==> src/rtl/gpio_multi.sv <==
// Multi-pin GPIO peripheral: per-pin hi-Z/output/input mode, synchronised inputs,
// rising/falling edge detection into a write-1-to-clear interrupt status register.
module gpio_multi #(
  parameter int NUM_IO      = 16,
  parameter int SYNC_STAGES = 2
) (
  input  logic              clk,
  input  logic              rst_n,
  input  logic              we_i,
  input  logic [31:0]       addr_i,
  input  logic [31:0]       data_i,
  output logic [31:0]       data_o,
  input  logic [NUM_IO-1:0] io_pin_i,
  output logic [NUM_IO-1:0] io_pin_o,
  output logic [NUM_IO-1:0] io_oe_o,
  output logic              irq_o
);

  localparam int CW = 2 * NUM_IO;

  localparam logic [3:0] A_CTRL     = 4'd0;
  localparam logic [3:0] A_DATA     = 4'd1;
  localparam logic [3:0] A_IRQ_EN   = 4'd2;
  localparam logic [3:0] A_IRQ_STAT = 4'd3;
  localparam logic [3:0] A_SET      = 4'd4;
  localparam logic [3:0] A_CLR      = 4'd5;

  // Bus protocol: there is no valid/ready handshake. Every clk edge is a bus
  // cycle; with we_i = 1 the write commits at that edge and data_o echoes
  // data_i, with we_i = 0 data_o captures the addressed register (1-cycle latency).

  logic [CW-1:0]     ctrl_q, ctrl_d;
  logic [NUM_IO-1:0] out_q, out_d;
  logic [NUM_IO-1:0] en_r_q, en_r_d;
  logic [NUM_IO-1:0] en_f_q, en_f_d;
  logic [NUM_IO-1:0] stat_q, stat_d;
  logic [NUM_IO-1:0] prev_q, prev_d;
  logic [NUM_IO-1:0] sync_q [SYNC_STAGES];
  logic [NUM_IO-1:0] sync_d [SYNC_STAGES];
  logic [31:0]       data_q, data_d;

  logic [NUM_IO-1:0] mode_out;
  logic [NUM_IO-1:0] mode_in;
  logic [NUM_IO-1:0] sync;
  logic [NUM_IO-1:0] rise;
  logic [NUM_IO-1:0] fall;
  logic [NUM_IO-1:0] edge_hit;
  logic [NUM_IO-1:0] data_view;
  logic [31:0]       rd_val;
  logic [3:0]        reg_addr;
  logic              unused_addr;

  assign reg_addr    = addr_i[3:0];
  assign unused_addr = &{1'b0, addr_i[31:4]};

  // Reserved mode 11 matches neither decode, so it behaves as hi-Z.
  always_comb begin
    mode_out = '0;
    mode_in  = '0;
    for (int i = 0; i < NUM_IO; i++) begin
      mode_out[i] = (ctrl_q[2*i +: 2] == 2'b01);
      mode_in[i]  = (ctrl_q[2*i +: 2] == 2'b10);
    end
  end

  assign sync      = sync_q[SYNC_STAGES-1];
  assign rise      = sync & ~prev_q;
  assign fall      = ~sync & prev_q;
  assign edge_hit  = mode_in & ((rise & en_r_q) | (fall & en_f_q));
  assign data_view = (mode_in & sync) | (~mode_in & out_q);

  always_comb begin
    rd_val = '0;
    case (reg_addr)
      A_CTRL:     rd_val[CW-1:0] = ctrl_q;
      A_DATA:     rd_val[NUM_IO-1:0] = data_view;
      A_IRQ_EN: begin
        rd_val[NUM_IO-1:0]  = en_r_q;
        rd_val[16 +: NUM_IO] = en_f_q;
      end
      A_IRQ_STAT: rd_val[NUM_IO-1:0] = stat_q;
      default:    rd_val = '0;
    endcase
  end

  always_comb begin
    ctrl_d = ctrl_q;
    out_d  = out_q;
    en_r_d = en_r_q;
    en_f_d = en_f_q;
    stat_d = stat_q;
    if (we_i) begin
      case (reg_addr)
        A_CTRL:     ctrl_d = data_i[CW-1:0];
        A_DATA:     out_d  = data_i[NUM_IO-1:0];
        A_IRQ_EN: begin
          en_r_d = data_i[NUM_IO-1:0];
          en_f_d = data_i[16 +: NUM_IO];
        end
        A_IRQ_STAT: stat_d = stat_q & ~data_i[NUM_IO-1:0];
        A_SET:      out_d  = out_q | data_i[NUM_IO-1:0];
        A_CLR:      out_d  = out_q & ~data_i[NUM_IO-1:0];
        default:    ;
      endcase
    end
    // New edges are OR-ed in after the clear so a coincident set wins.
    stat_d = stat_d | edge_hit;
    prev_d = sync;
    sync_d[0] = io_pin_i;
    for (int s = 1; s < SYNC_STAGES; s++) begin
      sync_d[s] = sync_q[s-1];
    end
    data_d = we_i ? data_i : rd_val;
  end

  always_ff @(posedge clk) begin
    if (!rst_n) begin
      ctrl_q <= '0;
      out_q  <= '0;
      en_r_q <= '0;
      en_f_q <= '0;
      stat_q <= '0;
      prev_q <= '0;
      data_q <= '0;
      for (int s = 0; s < SYNC_STAGES; s++) begin
        sync_q[s] <= '0;
      end
    end else begin
      ctrl_q <= ctrl_d;
      out_q  <= out_d;
      en_r_q <= en_r_d;
      en_f_q <= en_f_d;
      stat_q <= stat_d;
      prev_q <= prev_d;
      data_q <= data_d;
      for (int s = 0; s < SYNC_STAGES; s++) begin
        sync_q[s] <= sync_d[s];
      end
    end
  end

  assign data_o   = data_q;
  assign io_pin_o = out_q;
  assign io_oe_o  = mode_out;
  assign irq_o    = |stat_q;

endmodule
==> config.mk <==
export PLATFORM = sky130hd
export DESIGN_NAME = gpio_multi
export DESIGN_NICKNAME = d
export VERILOG_FILES = /design/src/rtl/gpio_multi.sv
export SDC_FILE = /design/constraint.sdc
export NUM_CORES = 1
export LEC_CHECK = 0
export BUFFER_PORTS_ARGS = -buffer_cell sky130_fd_sc_hd__buf_2
export CORE_MARGIN = 3
export CORE_UTILIZATION = 35
export CTS_CLUSTER_DIAMETER = 60
export DETAILED_ROUTE_END_ITERATION = 8
export SLEW_MARGIN = 20
export SYNTH_ARGS = -nofsm -noshare
export SYNTH_HDL_FRONTEND = slang
export SYNTH_SLANG_ARGS = --single-unit
==> constraint.sdc <==
create_clock -name clk -period 1.5 [get_ports clk]
set_clock_uncertainty 0.2 [all_clocks]
set_input_delay 0.075 -clock clk [delete_from_list [all_inputs] [get_ports clk]]
set_output_delay 0.075 -clock clk [all_outputs]
set_load 0.02 [all_outputs]
Word level (Yosys, flattened, before mapping)
Memories as Yosys holds them, arrays and structs flattened.
Cells that the tools add are included.

operators by class
  multiplexer cells = 10
  bitwise operators = 19
  reduce and logical (&&, ||, !) cells = 6
  divide/modulo/power cells = 0
  $mul = 0
  eq/ne operators = 37
  magnitude comparators = 0
  shift-type cells = 0
  add/subtract/negate cells = 0

operators with widths
  kind                                            number
  AND 16 bit                                      9
  2-to-1 mux 16 bit                               4
  NOT 16 bit                                      4
  OR 16 bit                                       4
  one-hot mux 16 bit (4 select lines)             1
  one-hot mux 16 bit (3 select lines)             1
  == test 2 x 1 -> 1 bit (second input constant)  16
  == test 2 bit (second input constant)           16
  2-to-1 mux 32 bit                               1
  one-hot mux 16 bit (2 select lines)             1
  OR reduction 16 bit                             1
  == test 4 x 2 -> 1 bit (second input constant)  2
  == test 4 x 3 -> 1 bit (second input constant)  2
  AND reduction 2 bit                             3
  == test 4 x 1 -> 1 bit (second input constant)  1
  zero test 4 bit                                 1
  nonzero test 3 bit                              1
  2-to-1 mux 1 bit                                2
  OR 1 bit                                        2

storage, ports and cells
  output and inout bits = 65
  bits of input ports = 83
  logic and storage cells = 80
  memory bits (writable) = 32
  flip-flop bits (word level) = 144
  memory bits (read-only) = 0
  memories = 1
  latch bits = 0

memory list
  memory  words  bits a word  read ports  clocked after memory_dff  write ports  line  text
  sync_q  2      16           2           0                         2            38    logic [NUM_IO-1:0] sync_q [SYNC_STAGES];

Depth between registers and ports, before layout
An unclocked memory read counts as a cell.

  depth in word-level cells = 7
  gate-level depth with buffers = 8
  depth with buffers taken out = 4

Least setup slack after synthesis
No wires, ideal clock.

  kind = input-to-reg
  start point = in addr_i[0]
  end point = reg data_q[10] (netlist: data_o[10])
  cell stages on the path = 7
  arrival = 1.069 ns
  setup slack = 0.112 ns
  path buffers = 3
  setup time = 0.119 ns
  data required time = 1.181 ns
  path through = buf_6 -> and2_1 -> buf_6 -> buf_2 -> a22oi_1 -> o2bb2ai_1 -> o221a_1

between the ends
  word-level cells in the longest chain between the ends = 3
  elaborated cells between the ends (all ways) = 6
  classes of those cells = eq/ne: 3; mux: 2; reduce/logical: 1

RTL lines
  element                                               line  text
  start, declared                                       10    input logic [31:0] addr_i,
  == test 4 x 2 -> 1 bit, or another cell as far along  74    case (reg_addr)
  one-hot mux 16 bit (4 select lines) (*)               74
  2-to-1 mux 32 bit (*)                                 113   data_d = we_i ? data_i : rd_val;
  end signal, assigned                                  135   data_q <= data_d;
  end, declared                                         40    logic [31:0] data_q, data_d;

Every way passes the cells marked *; elsewhere a longest branch is shown, timed or not.
A chain may end at the register's enable or synchronous reset.

Worst setup path after layout
  start point = reg stat_q[9]
  end point = out irq_o

between the ends
  word-level cells in the longest chain between the ends = 1

RTL lines
  element                 line  text
  start, declared         36    logic [NUM_IO-1:0] stat_q, stat_d;
  start signal, assigned  133   stat_q <= stat_d;
  OR reduction 16 bit     145   assign irq_o = |stat_q;
  end, declared           16    output logic irq_o

No other way between the ends.

==> results.sh <==
export IMPL_status="complete, but fails checks"
export IMPL_violations="negative setup slack"
export IMPL_finalCritPeriodShare_pct=122.3
export IMPL_ff_latch_area_um2=3531
export IMPL_wirelength_um=22740
export IMPL_clock_fmax_mhz=545.2
export IMPL_overflow=0
export IMPL_stdcell_count=1347
export IMPL_placementRows=53
export IMPL_hold_viol=0
export IMPL_initial_core_util_pct=36.03
export IMPL_place_congestion=0.8481
export IMPL_cts_tree="built"
export IMPL_avgSynthCellArea_um2=8.964
export IMPL_die_area_um2=23660
export IMPL_synth_edf_count=0
export IMPL_vias_per_cell=4.941
export IMPL_cp_start_kind="register"
export IMPL_multi_input_area_um2=3936
export IMPL_fillCellCount=2051
export IMPL_placed_cell_area_um2=9022
export IMPL_dr_pass1_iters=6
export IMPL_cts_buffers=17
export IMPL_p_per_area_nw_per_um2=1014
export IMPL_yosysTopAreaCell="dfxtp_1"
export IMPL_ctsHtreeMaxLevel=4
export IMPL_leakage_nw=4.138
export IMPL_critPathArrivalTime_ns=1.56
export IMPL_peakVddDrop_uv=774.1
export IMPL_cts_sinks=176
export IMPL_yosysWarningCount=0
export IMPL_syn_area_um2=7646
export IMPL_clockRootBuffer="clkbuf_16"
export IMPL_ys_flop_type="dfxtp_1"
export IMPL_grt_max_degree=43
export IMPL_grt_usage_pct=19.14
export IMPL_rsz0062_at_grt="yes"
export IMPL_wl_per_cell_um=16.88
export IMPL_num_nets_final=1141
export IMPL_fp_dieW_um=153.8
export IMPL_worstHoldPathType="input pin to register"
export IMPL_yosys_register_bits=176
export IMPL_path_class="register to output pin"
export IMPL_worstPathRequired_ns=1.22
export IMPL_final_cell_area_um2=10310
export IMPL_clock_latency_ns=0.44
export IMPL_coreArea_um2=21220
export IMPL_power_mw=10.45
export IMPL_drc=0
export IMPL_final_layout_size_suffix_gt1_share_pct=25.61
export IMPL_ant_nets=0
export IMPL_clk_pin_slew_ns=0.07
export IMPL_via_count=6656
export IMPL_synth_top_cell_area_share_pct=46.08
export IMPL_synthArstFlopShare_pct=0
export IMPL_dp_cells=1264
export IMPL_die_h_um=153.8
export IMPL_postSynthCellCount=853
export IMPL_fin_util_pct=48.58
export IMPL_first_iter_violations=371
export IMPL_seq_area_frac_synth_pct=46.08
export IMPL_drv_cap=0
export IMPL_fin_ws_ns=-0.3342
export IMPL_min_period_ns=1.834
export IMPL_worstMarginPinSlew_ns=0.4425
export IMPL_max_slew_margin_pct=70.50
export IMPL_drv_slew=0
export IMPL_synth_area_leaders="dfxtp_1, a21boi_1, nand2_1"
export IMPL_end_kind="output pin"
export IMPL_crit_fanout=2
export IMPL_port_buffers=119
export IMPL_synth_cell_types=37
export IMPL_dp_hpwl_um=15950
export IMPL_grt_antenna_before_repair=1
export IMPL_synth_net_count=936
export IMPL_ios=148
export IMPL_syn_to_final_growth_pct=34.84
export IMPL_clockBufferDepth=2
export IMPL_grt_pass1_wl_um=35820
export IMPL_grt_pass1_vias=6472
export IMPL_finalSetupViolCount=1
## logic make-up (layout without fill, tap and decap cells)
family | Yosys count | after routing | share of synthesized area (%)
xor+xnor | 1 | 1 | 0.1146
mux | 33 | 33 | 4.320
simple gates | 359 | 359 | 23.74
flops | 176 | 176 | 46.08
other cells | 0 | 2 | 0
buf+inv | 60 | 277 | 3.845
compound gates | 224 | 224 | 21.90
## metrics by stage
stage / hold WS (ns) / worst slack, ns / TNS (ns)
final: 0.08955 / -0.3342 / -0.3342
after global routing: 0.1186 / -0.3810 / -0.3810
after CTS: 0.05869 / -0.3562 / -0.3562
after detailed placement: 0.08310 / 0.0008201 / 0
after global placement: 0.08017 / 0.04212 / 0
after floorplan: 0.002293 / 0.1119 / 0
## layer usage
layer | wire length [um] | track usage [%]
met1 | 10770 | 26.11
met2 | 10600 | 31.06
met3 | 949 | 3.152
met4 | 425 | 6.140
met5 | 0 | 0
## synth_stat cells (11+ instances only)
library cell and n:
nor2b_1 49, o21ai_1 11, nor3_1 16, mux2i_1 33, a21oi_1 16, o21ai_0 22
a21boi_1 82, and2_1 81, nand2_1 160, o2bb2ai_1 15, buf_2 19, clkbuf_1 34
a22oi_1 15, o21bai_1 15, o21a_1 16, dfxtp_1 176, nand3b_1 16, nor2_1 17
## cells in the final DEF (no fill, tap or decap), types with 2 or more instances in the layout
cell type,instances
nand3_1,3
inv_6,3
diode_2,2
and3_1,5
a21oi_1,16
mux2i_1,33
nor2b_4,7
dfxtp_2,6
o2bb2ai_1,15
buf_6,5
a21boi_1,82
buf_2,103
nor2b_2,11
o21ai_0,22
nor3_1,16
bufinv_16,4
a21boi_0,4
clkinv_2,5
nand3b_1,16
dfxtp_1,170
nor2_1,17
nor2_2,3
buf_4,77
o21bai_1,15
clkbuf_16,17
nand2_1,160
o221a_1,10
a21boi_2,10
nor2b_1,31
o221a_2,5
buf_12,12
o21ai_1,11
a22oi_1,15
o21a_1,16
nor4_2,2
and2_1,81
dlygate4sd3_1,49
## flip-flops by register name (all words and copies together) (netlist names)
signal,flops
en_f_q,16
stat_q,16
prev_q,16
en_r_q,16
sync_q,32
io_pin_o,16
data_o,32
ctrl_q,32
## critical path, cell delays in order, from the launching register on
cell     delay (ns)
dfxtp_2        0.34
nor4_4         0.27
buf_4          0.15
nand4_1        0.15
buf_4          0.21
## area by class of cell
class	instances	share of cell area (%)
Clock inverter	14	1.820
Clock buffer	17	4.126
Multi-Input combinational cell	617	38.18
Timing Repair Buffer	246	18.24
Antenna cell	2	0.04854
Tap cell	275	3.337
Sequential cell	176	34.25
## power breakdown
group	total (mW)	internal (mW)	leakage, nW	switching (mW)
Sequential	4.84	4.78	1.43	0.0602
Clock	4.70	2.78	0.303	1.92
Combinational	0.907	0.436	2.40	0.471
Total	10.5	8.00	4.14	2.45
## path summary, 6_finish.rpt
kind / start / end / slack (ns) / depth (start not counted)
min: addr_i[0] / data_o[15]$_SDFF_PN0_ / 0.09 / 5
max reg2reg: ctrl_q[25]$_SDFFE_PN0P_ / data_o[12]$_SDFF_PN0_ / 0.07 / 5
max: stat_q[9]$_SDFF_PN0_ / irq_o / -0.33 / 4
min reg2reg: sync_q[0][12]$_SDFF_PN0_ / sync_q[0][28]$_SDFF_PN0_ / 0.23 / 1
## what timing repair did
item / 4_1_cts / 5_1_grt
gates cloned: 0 / 0
setup endpoints to repair: 8 / 15
gates resized for setup: 27 / 28
buffers inserted: 1 / 0
endpoints found under the hold margin: 146 / 0
hold buffers: 49 / 0
pin swaps: 1 / 0
Note: power is estimated with default switching activity, not from simulation.
